--- src/rtl/mindfocus_pkg.sv ---
// MindFocus shared definitions: state codes, default timing
// and small elaboration helpers used by control and datapath.
package mindfocus_pkg;

  typedef enum logic [3:0] {
    INICIAL  = 4'd0,
    PREPARA  = 4'd1,
    MOSTRA   = 4'd2,
    ESPERA   = 4'd3,
    REGISTRA = 4'd4,
    COMPARA  = 4'd5,
    ACERTO   = 4'd6,
    PROXIMA  = 4'd7,
    FIM      = 4'd8
  } estado_t;

  localparam int T_SHOW_DEF = 5000;
  localparam int T_PLAY_DEF = 5000;

  function automatic int max_i(input int a, input int b);
    return (a > b) ? a : b;
  endfunction

  function automatic int larg(input int m);
    return (m > 1) ? $clog2(m) : 1;
  endfunction

endpackage

--- src/rtl/mindfocus_controle_contador.sv ---
// Modulus-M phase timer: synchronous clear, enable,
// holds at M-1 instead of wrapping.
module contador_m
  import mindfocus_pkg::*;
#(
  parameter int M = 16,
  parameter int W = larg(M)
) (
  input  logic         clock,
  input  logic         reset,
  input  logic         clr,
  input  logic         en,
  output logic [W-1:0] q,
  output logic         fim
);

  assign fim = (q == W'(M - 1));

  always_ff @(posedge clock or negedge reset) begin
    if (!reset) begin
      q <= '0;
    end else if (clr) begin
      q <= '0;
    end else if (en && !fim) begin
      q <= q + 1'b1;
    end
  end

endmodule

--- src/rtl/mindfocus_controle.sv ---
// MindFocus control unit: sequences display, play window,
// comparison and scoring over ROUNDS rounds.
module mindfocus_controle
  import mindfocus_pkg::*;
#(
  parameter int ROUNDS = 4,
  parameter int T_SHOW = T_SHOW_DEF,
  parameter int T_PLAY = T_PLAY_DEF
) (
  input  logic       clock,
  input  logic       reset,
  input  logic       iniciar,
  input  logic       voltar,
  input  logic [3:0] botoes,
  input  logic       igual,
  output logic       zera,
  output logic       mostra,
  output logic       registra,
  output logic       conta_acerto,
  output logic       timeout,
  output logic       pronto,
  output logic [3:0] indice,
  output logic [3:0] db_estado
);

  localparam int TMAX = max_i(T_SHOW, T_PLAY);
  localparam int TW   = larg(TMAX);

  localparam logic [TW-1:0] LIM_SHOW = TW'(T_SHOW - 1);
  localparam logic [TW-1:0] LIM_PLAY = TW'(T_PLAY - 1);
  localparam logic [3:0]    ULTIMA   = 4'(ROUNDS - 1);

  estado_t       estado;
  estado_t       prox;
  logic [TW-1:0] tempo;
  logic          tempo_fim;
  logic          t_clr;
  logic          t_en;
  logic          prev;
  logic          borda;
  logic          fim_show;
  logic          fim_play;

  assign borda    = (|botoes) & ~prev;
  assign fim_show = tempo_fim || (tempo == LIM_SHOW);
  assign fim_play = tempo_fim || (tempo == LIM_PLAY);

  // every state change restarts the timer for the next phase
  assign t_clr = (prox != estado);
  assign t_en  = (estado == MOSTRA) || (estado == ESPERA);

  contador_m #(
    .M (TMAX),
    .W (TW)
  ) u_tempo (
    .clock (clock),
    .reset (reset),
    .clr   (t_clr),
    .en    (t_en),
    .q     (tempo),
    .fim   (tempo_fim)
  );

  always_comb begin
    prox = estado;
    if (voltar && estado != INICIAL) begin
      prox = INICIAL;
    end else begin
      unique case (estado)
        INICIAL:  if (iniciar && !voltar) prox = PREPARA;
        PREPARA:  prox = MOSTRA;
        MOSTRA:   if (fim_show) prox = ESPERA;
        ESPERA: begin
          if (borda)         prox = REGISTRA;
          else if (fim_play) prox = PROXIMA;
        end
        REGISTRA: prox = COMPARA;
        COMPARA:  prox = igual ? ACERTO : PROXIMA;
        ACERTO:   prox = PROXIMA;
        PROXIMA:  prox = (indice == ULTIMA) ? FIM : MOSTRA;
        FIM:      prox = FIM;
        default:  prox = INICIAL;
      endcase
    end
  end

  always_ff @(posedge clock or negedge reset) begin
    if (!reset) begin
      estado       <= INICIAL;
      indice       <= 4'd0;
      prev         <= 1'b0;
      zera         <= 1'b0;
      mostra       <= 1'b0;
      registra     <= 1'b0;
      conta_acerto <= 1'b0;
      timeout      <= 1'b0;
      pronto       <= 1'b0;
      db_estado    <= 4'd0;
    end else begin
      estado <= prox;
      prev   <= |botoes;
      if (prox == PREPARA) begin
        indice <= 4'd0;
      end else if (estado == PROXIMA && prox == MOSTRA) begin
        indice <= indice + 4'd1;
      end
      zera         <= (prox == PREPARA);
      mostra       <= (prox == MOSTRA);
      registra     <= (prox == REGISTRA);
      conta_acerto <= (prox == ACERTO);
      timeout      <= (estado == ESPERA) && (prox == PROXIMA);
      pronto       <= (prox == FIM);
      db_estado    <= prox;
    end
  end

endmodule

--- config.mk ---
export PLATFORM = sky130hd
export DESIGN_NAME = mindfocus_controle
export DESIGN_NICKNAME = d
export VERILOG_FILES = /design/src/rtl/mindfocus_pkg.sv /design/src/rtl/mindfocus_controle_contador.sv /design/src/rtl/mindfocus_controle.sv
export SDC_FILE = /design/constraint.sdc
export NUM_CORES = 1
export LEC_CHECK = 0
export ABC_AREA = 1
export ABC_CLOCK_PERIOD_IN_PS = 3850
export CAP_MARGIN = 20
export CORE_MARGIN = 2
export CORE_UTILIZATION = 45
export CTS_BUF_LIST = sky130_fd_sc_hd__clkbuf_16
export DETAILED_ROUTE_END_ITERATION = 16
export PLACE_DENSITY = 0.77
export SYNTH_ARGS = -nofsm -noshare
export SYNTH_HDL_FRONTEND = slang
export SYNTH_HIERARCHICAL = 1
export SYNTH_SLANG_ARGS = --single-unit
--- constraint.sdc ---
create_clock -name clock -period 3.85 [get_ports clock]
set_input_delay 0.77 -clock clock [delete_from_list [all_inputs] [get_ports clock]]
set_output_delay 0.77 -clock clock [all_outputs]
set_load 0.03 [all_outputs]
After elaboration in Yosys (flattened, before gate mapping) --
Cells that the tools add are included.
Storage, ports and cells: input bits 9, register bits after elaboration 28, logic and storage cells 56
Cells by class: reductions and logical operators 13, multiplexer cells 12, equal/unequal tests 17, $add $sub $neg 2, bitwise operators 2
Operators by type and width (count):
- $pmux W4 S9 | 1
- $mux W4 | 8
- $eq A4 B3 Y1 const B | 7
- $mux W13 | 2
- $eq A4 B2 Y1 const B | 4
- $add A13 B1 Y13 const B | 1
- $eq A13 B13 Y1 const B | 1
- $eq A4 B1 Y1 const B | 2
- $eq A4 B4 Y1 const B | 2
- $logic_and A1 B1 Y1 | 5
- $add A4 B1 Y4 const B | 1
- $logic_not A4 Y1 | 1
- $ne A4 B4 Y1 | 1
- $reduce_bool A2 Y1 | 2
- $reduce_bool A4 Y1 | 1
- $reduce_or A4 Y1 | 1
- $logic_not A1 Y1 | 2
- $and A1 B1 Y1 | 1
- $logic_or A1 B1 Y1 | 1
- $mux W1 | 1
- $not A1 Y1 | 1

Depth between registers and ports, before layout --
depth after elaboration 9, depth in mapped cells 20, mapped depth without buffers 19

Cells and area by module --
The synthesis kept the hierarchy.
Modules (own cells, without submodules):
- mindfocus_controle | instances 1, cells an instance 122, area an instance 947.2 um^2
- contador_m | instances 1, cells an instance 141, area an instance 920.9 um^2

Least setup slack after synthesis --
OpenSTA, ideal clock, no wires.
path type flip-flop to flip-flop, start register estado[2], end register u_tempo.q[0], path slack 1.435 ns, path buffers 2, library setup time 0.118 ns, arrival time 2.298 ns, data required time 3.732 ns, stages on the path, launching flop included 16, path through dfrtp_1 -> bufinv_8 -> nor3_4 -> nand2_1 -> nand3_2 -> nand2_4 -> o21ai_0 -> o21ai_0 -> nor3_1 -> nand2_1 -> buf_4 -> inv_1 -> nand2_4 -> buf_6 -> nand3_1 -> nand2_1
On the way: cells in the longest elaborated chain, start to end 6
RTL lines:
- from (decl) | RTL line mindfocus_controle.sv:33 | estado_t estado;
- from (signal assigned) | RTL line mindfocus_controle.sv:100 | estado <= prox;
- $mux W4 | RTL line mindfocus_controle.sv:75 | else if (fim_play) prox = PROXIMA;
- $mux W4 | RTL line mindfocus_controle.sv:74 | if (borda) prox = REGISTRA;
- $pmux W4 S9 | RTL line mindfocus_controle.sv:69 | unique case (estado)
- $mux W4 | RTL line mindfocus_controle.sv:66 | if (voltar && estado != INICIAL) begin
- $ne A4 B4 Y1 * | RTL line mindfocus_controle.sv:49 | assign t_clr = (prox != estado);
- named net t_clr | RTL line mindfocus_controle.sv:37 | logic t_clr;
- $mux W13 or $reduce_bool A2 Y1 (tied branches)
- to (signal assigned) | RTL line mindfocus_controle_contador.sv:25 | q <= q + 1'b1;
- to (decl) | RTL line mindfocus_controle_contador.sv:13 | output logic [W-1:0] q,
Mark *: on every way through the listed nets, which the timed path passes. The rest lies on a longest branch. A chain may end at the register's enable or synchronous reset.

Worst setup path in the final report --
start input botoes[3], end register u_tempo.q[11]
On the way: cells in the longest elaborated chain, start to end 7
RTL lines:
- from (decl) | RTL line mindfocus_controle.sv:14 | input logic [3:0] botoes,
- $reduce_or A4 Y1 * | RTL line mindfocus_controle.sv:44 | assign borda = (|botoes) & ~prev;
- $and A1 B1 Y1 * | RTL line mindfocus_controle.sv:44
- $mux W4 * | RTL line mindfocus_controle.sv:74
- $pmux W4 S9 * | RTL line mindfocus_controle.sv:69
- $mux W4 * | RTL line mindfocus_controle.sv:66
- $ne A4 B4 Y1 * | RTL line mindfocus_controle.sv:49
- named net t_clr | RTL line mindfocus_controle.sv:37
- $mux W13 or $reduce_bool A2 Y1 (tied branches)
Marked as above.

==> metrics.sh <==
RUN_STATUS='finished clean'
POSTCTSSETUPREPAIRBUFS=0
CLOCK_TREE.BUFFER_DEPTH=2
PATH_COMMON_CELL='sky130_fd_sc_hd__nand2_1'
PATH_DELAY_FAMILY='simple AND/OR/NAND/NOR gates'
CLOCK_TREE_FROM_TRITONCTS='done'
SYNTHESIS.AREA_PER_INSTANCE_UM2=7.10
FINAL_NETS=301
ROUTED_WL_MM=3.85
FIN_SKEW_NS=0.00222
FINAL_WEIGHTED_CONGESTION_IN_ROUTABILITY_DRIVEN_PLACEMENT=0.888
TIMING.FMAX_MHz=349
CP_NUM_BUF_INV=4
GRT_MAX_DEGREE=29
MAXSLEWVIOLCOUNT=0
GRT-BUSIEST-LAYER='met2'
DETAILROUTE.VIA_COUNT=1664
POST_DRT_VIA_CELL_RATIO=4.92
HTREE_NUM_LEVELS=1
DRT_ITER0_MARKERS=80
DIE_AREA_UM2=4680
TOTALNEGATIVESETUPSLACK_NS=0
GRT_PASS1_VIAS=1462
FLOORPLAN.DIE.HEIGHT_UM=68.4
POST_CTS.RESIZED_INSTANCES=0
TIMING.MAX_CAP.VIOLATIONS=0
PLACEMENT.CELL_AREA_UM2=2140
GRT_FIRST_PASS_WIRELENGTH_MM=6.44
SYN-CELL-AREA_UM2=1870
WORSTHOLDPATHTYPE='reg -> reg'
OVERFLOW=0
SYN-NUM-NETS=275
FIN_CRIT_NS=2.87
PLACE.DETAILED.HPWL_MM=2.99
CRIT_CELLS=16
GRT_ANTENNA_BEFORE_REPAIR=0
POWER-PER-CELL-AREA_nW_PER_UM2=534
POSTSYNTHREGISTERBITS=28
IR_WORST_VDD_uV=322
GRT_UTIL_MET2=0.311
FLOW.AREA_GROWTH_FROM_SYNTHESIS_PCT=20.2
WORST_PATH_LARGEST_CELL_DELAY_NS=0.46
GRT_USE_MET3=0.0247
CTS-ROOT-BUF='sky130_fd_sc_hd__clkbuf_16'
CRITICAL_PATH_ARRIVAL_NS=3.02
YOSYS_WARNINGS=6
FP.DIEW_UM=68.4
CTS_INSERTED_BUFFERS=3
YS_TYPES=30
PLACEMENT_ROWS=23
SLOWEST_STAGE='sky130_fd_sc_hd__clkdlybuf4s50_1'
CLKSINKCOUNT=28
GRT_USE_TOTAL=0.183
START_UTIL=0.467
WHS_PATH_DEPTH=2
GRT_SETUP_UNREPAIRED='no'
LAYOUT_CELL_AREA_EXCL_FILL_UM2=2240
INSERTEDDIODECOUNT=0
FIRSTDRTPASSITERS=4
CRITPATHMAXFANOUT=17
TOTAL_POWER_mW=1.20
YOSYSSEQAREASHARE=0.375
POWER.STATIC_LEAKAGE_nW=1.13
WORST_EP_REQUIRED_TIME_NS=4.00
BUFFER_PORTS.INSERTED=22
POST_SYNTH_INST_COUNT=263
ROUTE.DETAILED.DRC=0
SETUP.WORST_PATH.END_CLASS='register'
MAXSLEWHEADROOM=0.766
USE_MET1=0.238
WL_PER_CELL_UM=11.4
SETUP.WORST_PATH.CLASS='in -> reg'
SLEW_AT_THE_PIN_CLOSEST_TO_ITS_MAX_SLEW_LIMIT_NS=0.350
CRITICAL_PATH.STARTPOINT_TYPE='input port'
FINAL_LAYOUT_SIZE_SUFFIX_GT1_FRAC=0.0972
CLOCK_LATENCY_NS=0.26
PATH_CELLS='clkdlybuf4s50_1, nor2_1, nand2_1, nand2_1, o21ai_0, inv_1, nand2_1, nand2_1, nand2_1, xor2_1, nand2_1, inv_1, nand2_4, clkinv_2, nand2_1, nand2_1'
SETUP_VIOL=0
R2R.WORST_PATH.CELLS=17
PERIOD_SHARE=0.744
TIMING_HOLD_VIOLATIONS_FINAL=0
HOLD_BUFFERS=0
CLOCK_PIN_TRANSITION_ON_THE_WORST_SETUP_AND_HOLD_TIMING_PATHS_NS=0.06
ANT_NETS=0
IOS=23
CORE_OUTLINE_AREA_UM2=4000
sequential cells by signal, indices dropped and copies added (netlist names):
| register | cells |
|---|---|
| conta_acerto | 1 |
| estado | 4 |
| indice | 4 |
| mostra | 1 |
| prev | 1 |
| pronto | 1 |
| registra | 1 |
| timeout | 1 |
| u_tempo/q | 13 |
| zera | 1 |
final timing paths:
| check | from | endpoint | slack (ns) |
|---|---|---|---|
| setup reg to reg | u_tempo/q[1] | u_tempo/q[11] | 1.11 |
| max in group asynchronous | reset | u_tempo/q[4] | 2.70 |
| hold reg to reg | indice[1] | indice[1] | 0.58 |
| min in group asynchronous | reset | u_tempo/q[0] | 0.89 |
| hold / removal | indice[1] | indice[1] | 0.58 |
| setup / recovery | botoes[3] | u_tempo/q[11] | 0.98 |
metal layers:
layer	vias up	routed length (um)
li1	876	-
met1	745	1840
met2	36	1810
met3	7	139
met4	0	59
met5	-	0
cells in the final DEF (no fill, tap or decap), drive strengths merged:
| cell type | n |
|---|---|
| a21o | 1 |
| nor3 | 3 |
| inv | 38 |
| ha | 3 |
| clkdlybuf4s50 | 22 |
| clkbuf | 3 |
| clkinv | 2 |
| o21ai | 8 |
| nand3 | 26 |
| xor2 | 7 |
| nor4 | 1 |
| nand3b | 1 |
| a31oi | 1 |
| nand2 | 88 |
| nor2 | 42 |
| a21oi | 1 |
| nand4 | 10 |
| bufinv | 2 |
| dfrtp | 28 |
| buf | 1 |
report_power, final:
part	internal, mW	switching [mW]
sequential	0.325	0.0487
clock	0.207	0.0960
combinational	0.163	0.360
cell type report:
type	instances	area, um2
inverter	41	174
timing repair buffer	23	228
sequential	28	701
clock inverter	1	30.0
tap	50	62.6
clock buffer	3	75.1
fill	374	1760
multi-input combinational	192	975
kinds of logic (layout without fill, tap and decap cells):
kind of cell               after synthesis  count (layout)  synth area share
DFF                                     28              28             0.375
AOI/OAI and AO/OA                       11              11            0.0355
adders and majority gates                3               3            0.0201
buffers and inverters                   43              68             0.103
and+or+nand+nor                        171             171             0.433
xor gates and xnor gates                 7               7            0.0328
synth_stat cells, drive strengths merged:
cell	number	area, um2
xor2	7	61.3
nor4	1	6.26
nor3	3	26.3
buf	2	18.8
bufinv	1	17.5
nand3	26	158
ha	3	37.5
a21o	1	7.51
nand3b	1	7.51
inv	38	143
o21ai	8	47.5
nor2	42	186
nand2	88	363
a21oi	1	5.00
nand4	10	62.6
clkinv	2	13.8
dfrtp	28	701
a31oi	1	6.26
through the flow:
step	cells	util	setup WS (ns)	hold WS, ns
after floorplan	263	-	1.43	0.474
after global placement	334	0.535	0.820	0.546
after detailed placement	334	0.535	0.737	0.562
after CTS	338	0.561	1.01	0.581
after global routing	338	0.561	0.654	0.621
final	338	0.561	0.984	0.575
tightest hold or removal path, stage by stage (launching register included):
cell and delay, ns:
sky130_fd_sc_hd__dfrtp_1 0.39, sky130_fd_sc_hd__nand3_1 0.09, sky130_fd_sc_hd__nand2_1 0.06
No activity file was read; power rests on OpenSTA's default activity.
